File: src/rtl/layer_sequencer_if.sv
// AddressGenerator bus: descriptor fields and load strobe out of the sequencer,
// finished flag back from the address generator.
interface layer_sequencer_if;
    logic [7:0] ag_nk;
    logic [7:0] ag_weight_base;
    logic [7:0] ag_neuro_rbase;
    logic [7:0] ag_neuro_wbase;
    logic       ag_read;
    logic       ag_finished;

    modport master (
        output ag_nk, ag_weight_base, ag_neuro_rbase, ag_neuro_wbase, ag_read,
        input  ag_finished
    );

    modport slave (
        input  ag_nk, ag_weight_base, ag_neuro_rbase, ag_neuro_wbase, ag_read,
        output ag_finished
    );
endinterface

File: src/rtl/layer_sequencer.sv
// Layer-level controller: walks a descriptor table, loads the AddressGenerator per layer and
// gates the MAC. Optional run_cycles counter is enabled by defining LAYER_SEQ_CYCLE_CNT_EN.
module layer_sequencer #(
    parameter int unsigned MAX_LAYERS   = 8,
    parameter int unsigned DRAIN_CYCLES = 2,
    localparam int unsigned LW          = $clog2(MAX_LAYERS)
) (
    input  logic              clk,
    input  logic              reset_n,
    input  logic              cfg_we,
    input  logic [LW-1:0]     cfg_addr,
    input  logic [7:0]        cfg_nk,
    input  logic [7:0]        cfg_wbase,
    input  logic [7:0]        cfg_rbase,
    input  logic [7:0]        cfg_wrbase,
    input  logic [LW:0]       num_layers,
    input  logic              start,
    output logic              busy,
    output logic              done,
    output logic              error,
    output logic [LW-1:0]     layer_idx,
    output logic              mac_clear,
    output logic              mac_en,
`ifdef LAYER_SEQ_CYCLE_CNT_EN
    output logic [15:0]       run_cycles,
`endif
    layer_sequencer_if.master ag
);

    localparam int unsigned DW        = (DRAIN_CYCLES > 1) ? $clog2(DRAIN_CYCLES) : 1;
    localparam logic [DW-1:0] DrainLast = DW'(DRAIN_CYCLES - 1);
    localparam logic [LW:0]   MinNl     = (LW+1)'(2);
    localparam logic [LW:0]   MaxNl     = (LW+1)'(MAX_LAYERS);

    typedef struct packed {
        logic [7:0] nk;
        logic [7:0] wbase;
        logic [7:0] rbase;
        logic [7:0] wrbase;
    } desc_t;

    typedef enum logic [2:0] {StIdle, StPrime, StLoad, StRun, StDrain, StDone} state_e;

    state_e          state_q, state_d;
    logic [LW-1:0]   layer_idx_q, layer_idx_d;
    logic [LW:0]     nl_q, nl_d;
    logic            error_q, error_d;
    logic            run_first_q, run_first_d;
    logic [DW-1:0]   drain_cnt_q, drain_cnt_d;
    desc_t           desc_q, desc_d;
    desc_t           table_q [MAX_LAYERS];
    desc_t           cfg_desc;
    desc_t           desc0;
    logic            table_we;
    logic            num_ok;
    logic [LW:0]     idx_plus1;
    logic [LW-1:0]   next_idx;

    assign cfg_desc  = '{nk: cfg_nk, wbase: cfg_wbase, rbase: cfg_rbase, wrbase: cfg_wrbase};
    assign table_we  = cfg_we && (state_q == StIdle);
    assign num_ok    = (num_layers >= MinNl) && (num_layers <= MaxNl);
    assign idx_plus1 = {1'b0, layer_idx_q} + (LW+1)'(1);
    assign next_idx  = idx_plus1[LW-1:0];
    // A write to entry 0 in the accept cycle must reach the PRIME load.
    assign desc0     = (cfg_we && (cfg_addr == '0)) ? cfg_desc : table_q[0];

    // Table is deliberately not reset.
    always_ff @(posedge clk) begin
        if (table_we) begin
            table_q[cfg_addr] <= cfg_desc;
        end
    end

    always_comb begin
        state_d     = state_q;
        layer_idx_d = layer_idx_q;
        nl_d        = nl_q;
        error_d     = error_q;
        run_first_d = 1'b0;
        drain_cnt_d = drain_cnt_q;
        desc_d      = desc_q;
        unique case (state_q)
            StIdle: begin
                if (start) begin
                    if (num_ok) begin
                        nl_d        = num_layers;
                        layer_idx_d = '0;
                        error_d     = 1'b0;
                        desc_d      = desc0;
                        state_d     = StPrime;
                    end else begin
                        error_d = 1'b1;
                    end
                end
            end
            StPrime: begin
                layer_idx_d = LW'(1);
                desc_d      = table_q[LW'(1)];
                state_d     = StLoad;
            end
            StLoad: begin
                run_first_d = 1'b1;
                state_d     = StRun;
            end
            StRun: begin
                // The first RUN cycle may still see the previous layer's finished flag.
                if (!run_first_q && ag.ag_finished) begin
                    drain_cnt_d = '0;
                    state_d     = StDrain;
                end
            end
            StDrain: begin
                if (drain_cnt_q == DrainLast) begin
                    if (idx_plus1 == nl_q) begin
                        state_d = StDone;
                    end else begin
                        layer_idx_d = next_idx;
                        desc_d      = table_q[next_idx];
                        state_d     = StLoad;
                    end
                end else begin
                    drain_cnt_d = drain_cnt_q + DW'(1);
                end
            end
            StDone: begin
                state_d = StIdle;
            end
            default: begin
                state_d = StIdle;
            end
        endcase
    end

    always_ff @(posedge clk or negedge reset_n) begin
        if (!reset_n) begin
            state_q     <= StIdle;
            layer_idx_q <= '0;
            nl_q        <= '0;
            error_q     <= 1'b0;
            run_first_q <= 1'b0;
            drain_cnt_q <= '0;
            desc_q      <= '0;
        end else begin
            state_q     <= state_d;
            layer_idx_q <= layer_idx_d;
            nl_q        <= nl_d;
            error_q     <= error_d;
            run_first_q <= run_first_d;
            drain_cnt_q <= drain_cnt_d;
            desc_q      <= desc_d;
        end
    end

    assign busy              = (state_q != StIdle);
    assign done              = (state_q == StDone);
    assign error             = error_q;
    assign layer_idx         = layer_idx_q;
    assign mac_clear         = (state_q == StLoad);
    assign mac_en            = (state_q == StRun);
    assign ag.ag_read        = (state_q == StPrime) || (state_q == StLoad);
    assign ag.ag_nk          = desc_q.nk;
    assign ag.ag_weight_base = desc_q.wbase;
    assign ag.ag_neuro_rbase = desc_q.rbase;
    assign ag.ag_neuro_wbase = desc_q.wrbase;

`ifdef LAYER_SEQ_CYCLE_CNT_EN
    logic [15:0] cyc_cnt_q, cyc_cnt_d;

    // The accept cycle counts as the first busy cycle.
    always_comb begin
        cyc_cnt_d = cyc_cnt_q;
        if ((state_q == StIdle) && start && num_ok) begin
            cyc_cnt_d = 16'd1;
        end else if (busy && (cyc_cnt_q != 16'hFFFF)) begin
            cyc_cnt_d = cyc_cnt_q + 16'd1;
        end
    end

    always_ff @(posedge clk or negedge reset_n) begin
        if (!reset_n) begin
            cyc_cnt_q <= '0;
        end else begin
            cyc_cnt_q <= cyc_cnt_d;
        end
    end

    assign run_cycles = cyc_cnt_q;
`endif

endmodule

File: src/flat_wrapper.sv
// flat-port wrapper written by rule: the top's interface ports become plain ports
module layer_sequencer_flat 
#(
    parameter int unsigned MAX_LAYERS   = 8,
    parameter int unsigned DRAIN_CYCLES = 2,
    localparam int unsigned LW          = $clog2(MAX_LAYERS)
)
  (clk, reset_n, cfg_we, cfg_addr, cfg_nk, cfg_wbase, cfg_rbase, cfg_wrbase, num_layers, start, busy, done, error, layer_idx, mac_clear, mac_en, ag_ag_nk, ag_ag_weight_base, ag_ag_neuro_rbase, ag_ag_neuro_wbase, ag_ag_read, ag_ag_finished);
  layer_sequencer_if ag_i ();
  input  logic clk;
  input  logic reset_n;
  input  logic cfg_we;
  input  logic [LW-1:0] cfg_addr;
  input  logic [7:0] cfg_nk;
  input  logic [7:0] cfg_wbase;
  input  logic [7:0] cfg_rbase;
  input  logic [7:0] cfg_wrbase;
  input  logic [LW:0] num_layers;
  input  logic start;
  output logic busy;
  output logic done;
  output logic error;
  output logic [LW-1:0] layer_idx;
  output logic mac_clear;
  output logic mac_en;
  output wire logic [$bits(ag_i.ag_nk)-1:0] ag_ag_nk;
  output wire logic [$bits(ag_i.ag_weight_base)-1:0] ag_ag_weight_base;
  output wire logic [$bits(ag_i.ag_neuro_rbase)-1:0] ag_ag_neuro_rbase;
  output wire logic [$bits(ag_i.ag_neuro_wbase)-1:0] ag_ag_neuro_wbase;
  output wire logic [$bits(ag_i.ag_read)-1:0] ag_ag_read;
  input wire logic [$bits(ag_i.ag_finished)-1:0] ag_ag_finished;
  assign ag_ag_nk = ag_i.ag_nk;
  assign ag_ag_weight_base = ag_i.ag_weight_base;
  assign ag_ag_neuro_rbase = ag_i.ag_neuro_rbase;
  assign ag_ag_neuro_wbase = ag_i.ag_neuro_wbase;
  assign ag_ag_read = ag_i.ag_read;
  assign ag_i.ag_finished = ag_ag_finished;
  layer_sequencer #(.MAX_LAYERS(MAX_LAYERS), .DRAIN_CYCLES(DRAIN_CYCLES)) u_core (.clk(clk), .reset_n(reset_n), .cfg_we(cfg_we), .cfg_addr(cfg_addr), .cfg_nk(cfg_nk), .cfg_wbase(cfg_wbase), .cfg_rbase(cfg_rbase), .cfg_wrbase(cfg_wrbase), .num_layers(num_layers), .start(start), .busy(busy), .done(done), .error(error), .layer_idx(layer_idx), .mac_clear(mac_clear), .mac_en(mac_en), .ag(ag_i));
endmodule
File: config.mk
export PLATFORM = sky130hd
export DESIGN_NAME = layer_sequencer_flat
export DESIGN_NICKNAME = d
export VERILOG_FILES = /design/src/rtl/layer_sequencer_if.sv /design/src/rtl/layer_sequencer.sv /design/src/flat_wrapper.sv
export SDC_FILE = /design/constraint.sdc
export NUM_CORES = 1
export LEC_CHECK = 0
export CAP_MARGIN = 0
export CELL_PAD_IN_SITES_DETAIL_PLACEMENT = 2
export CELL_PAD_IN_SITES_GLOBAL_PLACEMENT = 2
export CORE_MARGIN = 3
export CORE_UTILIZATION = 49
export CTS_CLUSTER_DIAMETER = 120
export CTS_CLUSTER_SIZE = 25
export DETAILED_ROUTE_END_ITERATION = 16
export MAX_ROUTING_LAYER = met4
export PLACE_DENSITY = 0.95
export SYNTH_ARGS = -nofsm -noshare
export SYNTH_HDL_FRONTEND = slang
export SYNTH_SLANG_ARGS = --single-unit
File: constraint.sdc
create_clock -name clk -period 10.5 [get_ports clk]
set_clock_uncertainty 0.05 [all_clocks]
set_input_delay 1.05 -clock clk [delete_from_list [all_inputs] [get_ports clk]]
set_output_delay 1.05 -clock clk [all_outputs]
set_load 0.1 [all_outputs]
==> impl_metrics.yaml <==
run_status:
  run_status: "completed"
setup_path:
  worst-path-max-fanout: 33
  reg2reg_from: "u_core.layer_idx[0]"
  worstSetupPathType: "reg -> out"
  ff2ff_setup_slack_ps: 6820
  endpoint_kind: "output pin"
  r2r_end: "u_core.ag.ag_neuro_rbase[4]"
  setup.worst_path.start: "u_core.state_q[0]"
  timing.reg2reg.worst_path_depth: 6
  timing.critical_path.from_type: "flip-flop"
  cp_data_required_time_ps: 9400
  critical_path_sink: "ag_ag_read"
  crit_arrival_ps: 3330
grt:
  grt_start_max_net_pins: 67
  gr-total-overflow: 0
  first_global_vias: 7559
  grt_antenna_before_repair: 1
  grt_pass1_wl_um: 50200
  grt_usage_pct: 26.0
yosys:
  synth_top_family_by_area: "multiplexers"
  ys_seq_area_share_pct: 70.9
  netlist_area_mm2: 0.0124
  syn-mean-instance-area_um2: 19.3
  ys_types: 48
  syn-num-nets: 689
  asyncSetResetFlopFracSynth_pct: 15.0
  xor_and_xnor_area_share_after_synthesis_pct: 0.352
  yosys_most_used_dff: "edfxtp_1"
  ys_seq_elements: 301
  ys_warn_count: 0
  yosys.area_share.adder_pct: 0.101
  synth_enable_flop_cells: 256
  syn_inst: 644
  synth_compound_gate_area_share_pct: 4.81
  synthMuxAreaShare_pct: 18.3
  post_synth_simple_gate_area_pct: 3.08
clock_network:
  ctsHoldBuffers: 0
  ctsResizeCount: 0
  clk_pin_slew_ps: 110
  insertion_delay_ps: 510
  post-cts-setup-buffer-count: 0
  clkSinkCount: 301
  cts_tree: "built"
  cts_buffer_count: 16
  clock_tree.root_cell: "clkbuf_16"
  htree_levels: 1
  cts_buffer_depth: 3
route:
  detail_route.vias_per_cell: 6.36
  drc: 0
  post_drt_wl_per_cell_um: 31.8
  number_of_design_rule_violations_left_by_the_first_detailed_router_iteration: 601
  drtAntennaViolNets: 0
  vias: 6713
  finalWirelength_um: 33600
  drt_pass1_iterations: 5
layout:
  finish.cell_count_without_fillers: 1056
  post_layout_net_count: 766
  drive_above_1_share_pct: 21.2
  nFillCells: 2030
  synthToLayoutAreaGrowth_pct: 13.3
  finish.utilization_pct: 57.2
  finalInstanceArea_mm2: 0.0141
sta:
  finalSetupTns_ps: 0
  worst_pin_slew_ps: 1200
  slew_violations: 0
  hold_viol: 0
  clock.fmax_mhz: 226
  final.period_utilization_pct: 42.2
  layout_min_cycle_time_ps: 4430
  rsz_0062_raised_after_global_routing: "no"
  relSlewSlack_pct: 20.2
  final.hold.worst_slack_ps: 474
  setup_viol: 0
place:
  dp_hpwl_um: 19900
  dpl_cell_area_mm2: 0.0136
  placedCellCount: 1027
  globalplace.congestion: 0.789
  portBuffers: 84
power_and_ir_drop:
  ir_drop_uv: 242
  power_density_mw_per_mm2: 271
  leakagePower_nw: 4.76
floorplanning:
  die_x_um: 165
  placeableCoreArea_mm2: 0.0246
  io-pin-count: 85
  die_area_mm2: 0.0273
  die_y_um: 165
  starting_density_pct: 50.5
  number_of_core_rows: 57
flow_run:
  drv.max_cap_violation_count: 0
worst_hold_path:
  min-delay-path-class: "reg -> reg"
-- report_power, final --
part | internal, W | total, W | switching (W) | leakage (nW)
registers | 0.00141 | 0.00153 | 0.000115 | 2.85
logic | 0.000552 | 0.00160 | 0.00105 | 1.68
clock network | 0.000311 | 0.000695 | 0.000384 | 0.233
-- flip-flops by register name, summed over array words and instances, names as in the netlist --
signal,flops
u_core.nl_q,4
u_core.ag.ag_nk,8
u_core.ag.ag_neuro_rbase,8
u_core.layer_idx,3
u_core.drain_cnt_q,1
u_core.state_q,3
u_core.run_first_q,1
u_core.error,1
u_core.ag.ag_weight_base,8
u_core.table_q,256
u_core.ag.ag_neuro_wbase,8
-- stage by stage --
step | power [W] | setup WS [ps]
after floorplan | 0.00274 | 5830
after global placement | 0.00306 | 6760
after detailed placement | 0.00315 | 6610
after CTS | 0.00385 | 6030
after global routing | 0.00396 | 5860
final | 0.00382 | 6070
-- area by class of cell --
cell class / count / area, µm² / share of cell area [%]
clock buffer: 27 / 463 / 3.29
inverter: 3 / 11.3 / 0.0800
sequential: 301 / 8820 / 62.6
clock inverter: 1 / 30.0 / 0.213
multi-input combinational: 299 / 3390 / 24.1
timing repair buffer: 100 / 956 / 6.79
tap: 324 / 405 / 2.88
antenna: 1 / 2.50 / 0.0178
-- worst min-delay path by stage --
stage / start / end / slack, ps / cells after the start
2_1_floorplan: u_core.nl_q[0] / u_core.nl_q[0] / 450 / 1
3_3_place_gp: u_core.ag.ag_neuro_rbase[4] / u_core.ag.ag_neuro_rbase[4] / 440 / 1
3_5_place_dp: u_core.ag.ag_weight_base[4] / u_core.ag.ag_weight_base[4] / 460 / 1
4_1_cts: u_core.ag.ag_weight_base[4] / u_core.ag.ag_weight_base[4] / 480 / 1
5_1_grt: u_core.ag.ag_neuro_rbase[1] / u_core.ag.ag_neuro_rbase[1] / 500 / 1
6_report: u_core.ag.ag_weight_base[4] / u_core.ag.ag_weight_base[4] / 470 / 1
-- cells by family after synthesis --
family | Yosys count
flip-flops | 301
multiplexers | 134
AO/OA/AOI/OAI | 81
AND/OR/NAND/NOR | 78
buffers and inverters | 44
XOR/XNOR | 5
adder cells (fa/ha/maj) | 1
-- cell usage in the layout, fill, tap and decap left out, types with 5 or more instances in the layout --
| cell type | count |
|---|---|
| o211ai_1 | 32 |
| nand2_1 | 41 |
| clkdlybuf4s50_1 | 83 |
| clkbuf_1 | 10 |
| dfrtp_1 | 44 |
| a22oi_1 | 32 |
| mux4_2 | 63 |
| mux2i_1 | 32 |
| clkbuf_16 | 17 |
| mux2_4 | 23 |
| o21ai_0 | 5 |
| edfxtp_1 | 256 |
| buf_4 | 16 |
| nor2_4 | 7 |
| mux2_2 | 15 |
-- worst max-delay path: stages (launching register included) --
cell and delay [ps]:
dfrtp_1 630, nor2b_1 270, nor2b_2 170, buf_4 430, or2_2 200, clkdlybuf4s50_1 1120
-- cells in the mapped netlist, types with 2 or more instances --
cell / count / area [µm²]
nand3b_1: 2 / 15.0
nor2_1: 9 / 33.8
mux2_4: 23 / 345
mux2_2: 15 / 169
dfrtp_1: 45 / 1130
buf_6: 10 / 113
buf_2: 19 / 95.1
mux4_2: 63 / 1420
o21ai_0: 5 / 25.0
inv_1: 3 / 11.3
nor3_1: 2 / 10.0
nor2b_1: 4 / 25.0
o211ai_1: 32 / 240
edfxtp_1: 256 / 7690
clkbuf_1: 9 / 33.8
nand4_1: 2 / 12.5
xnor2_1: 3 / 26.3
nand2_1: 41 / 154
nor3b_1: 2 / 15.0
a21o_1: 2 / 15.0
mux2i_1: 32 / 320
xor2_1: 2 / 17.5
nand2b_1: 3 / 18.8
and2_1: 3 / 18.8
a21oi_1: 3 / 15.0
a22oi_1: 32 / 240
-- routing by layer --
metal / wire (µm) / vias to the layer above / global-route usage (%) / part of all wire, %
met5: 0 / - / - / 0
met4: 626 / 0 / 5.95 / 1.9
met3: 1550 / 47 / 2.62 / 4.6
met2: 17500 / 226 / 44.2 / 52
met1: 13900 / 3685 / 34.4 / 41
li1: - / 2755 / - / -
(Power assumes the default switching activity.)
==> RTL edit (config.mk and constraints unchanged) <==
Take the reset off `nl_q` and load it in a clocked block of its own.
--- a/src/rtl/layer_sequencer.sv
+++ b/src/rtl/layer_sequencer.sv
@@ -137,3 +137,2 @@
             layer_idx_q <= '0;
-            nl_q        <= '0;
             error_q     <= 1'b0;
@@ -145,3 +144,2 @@
             layer_idx_q <= layer_idx_d;
-            nl_q        <= nl_d;
             error_q     <= error_d;
@@ -151,2 +149,6 @@
         end
+    end
+
+    always_ff @(posedge clk) begin
+        nl_q <= nl_d;
     end
Check against the original RTL: same outputs for any inputs over 4 cycles, from zero or initial values and one cycle with reset_n low; that may be too few to reach the edited logic, so the function may still have changed.
==> RTL edit against the unedited design <==
Die area fell by 0.25%; total power down 1.2%; setup slack improved by 0.37 ns; cell count decreased by 0.38%; area after synthesis decreased by 0.25%; sequential cell count stayed put; wire length rose by 0.37%; non-clock buffer count stayed put; largest cell class unchanged; final area shrank 0.23%.
==> RTL edit: results (changes against the unedited design) <==
[worst_hold_path]
hold_start = u_core.ag.ag_weight_base[6]$_DFFE_PN0P_
hold-path-endpoint = u_core.ag.ag_weight_base[6]$_DFFE_PN0P_

[worst_setup_path]
crit_end = busy
reg2reg_depth = 7  ; +1
cp_max_fo = 15  ; -55%
startpoint = u_core.state_q[2]$_DFFE_PN0P_

[power]
vdd_drop_max_mv = 0.2487  ; +2.7%
p_leak_nw = 4.734  ; -0.60%

[yosys]
syn_avg_cell_area_um2 = 19.40  ; +0.53%
synthTopCellsByArea = edfxtp_1, mux4_2, dfrtp_1
syn_nets = 684  ; -0.73%
synth_edf_count = 260  ; +1.6%
synth-adder-area-share = 0.001009  ; +0.000002541
async_reset_ff_frac = 0.1362  ; -0.01329
synth_cell_types = 46  ; -4.2%
synth_common_cells = edfxtp_1, mux4_2, dfrtp_1, nand2_1
synth-compound-area-share = 0.04805  ; -0.00008043
synthXorXnorAreaFrac = 0.003533  ; +0.000008894
synthMuxAreaShare = 0.1815  ; -0.001960

[global_routing]
grt_usage = 0.2644  ; +0.004603
grt_pass1_vias = 7530  ; -0.38%
grt_max_degree = 42  ; -37%
grt_first_pass_wirelength_mm = 50.96  ; +1.4%
antenna_found_initial = 2  ; +1

[status]
status = finished, final reports clean

[sta]
whs_ns = 0.4689  ; -0.005354 ns
tightest_slew_ns = 1.127  ; -0.06951 ns
min_period_over_period = 0.3859  ; -0.03567

[placed_design]
gp_congestion = 0.7276  ; -7.7%
place_area_um2 = 13560  ; -0.17%
hpwl_mm = 20.81  ; +4.5%
placed_cells = 1023  ; -0.39%

[final_layout]
drive_above_1_share = 0.2080  ; -0.004049
fin_nets = 762  ; -0.52%
fin_cells = 1052  ; -0.38%

[drt]
first_pass_iters = 4  ; -1
wl_per_cell_um = 32.05  ; +0.75%
via_per_inst = 6.238  ; -1.9%

## RTL edit: cell type report
type / count / area (um2)
multi-input cells: 295 / 3351
well taps: 324 / 405.4
inverters: 3 / 11.26
repair buffers: 100 / 955.9
clock inverters: 2 / 46.29
clock buffers: 25 / 434.2
flip-flops and latches: 301 / 8837
fillers: 2012 / 10560
diodes: 2 / 5.005
## RTL edit: per-layer routing
metal | GRT usage | up-vias | wire [um]
met3 | 0.02909 | 45 | 1292
li1 | - | 2746 | -
met5 | - | - | 0
met2 | 0.4493 | 204 | 17860
met1 | 0.3458 | 3567 | 13880
met4 | 0.06519 | 0 | 690
## RTL edit: critical path: stages (launching register included)
cell and delay, ns:
dfrtp_1 0.61, nor3_1 0.55, inv_1 0.23, clkdlybuf4s50_1 1.04
## RTL edit: power breakdown
part,leakage (nW),total [mW],internal (mW),switching [mW]
registers,2.84,1.52,1.41,0.106
logic,1.67,1.58,0.544,1.04
clock network,0.226,0.676,0.297,0.379
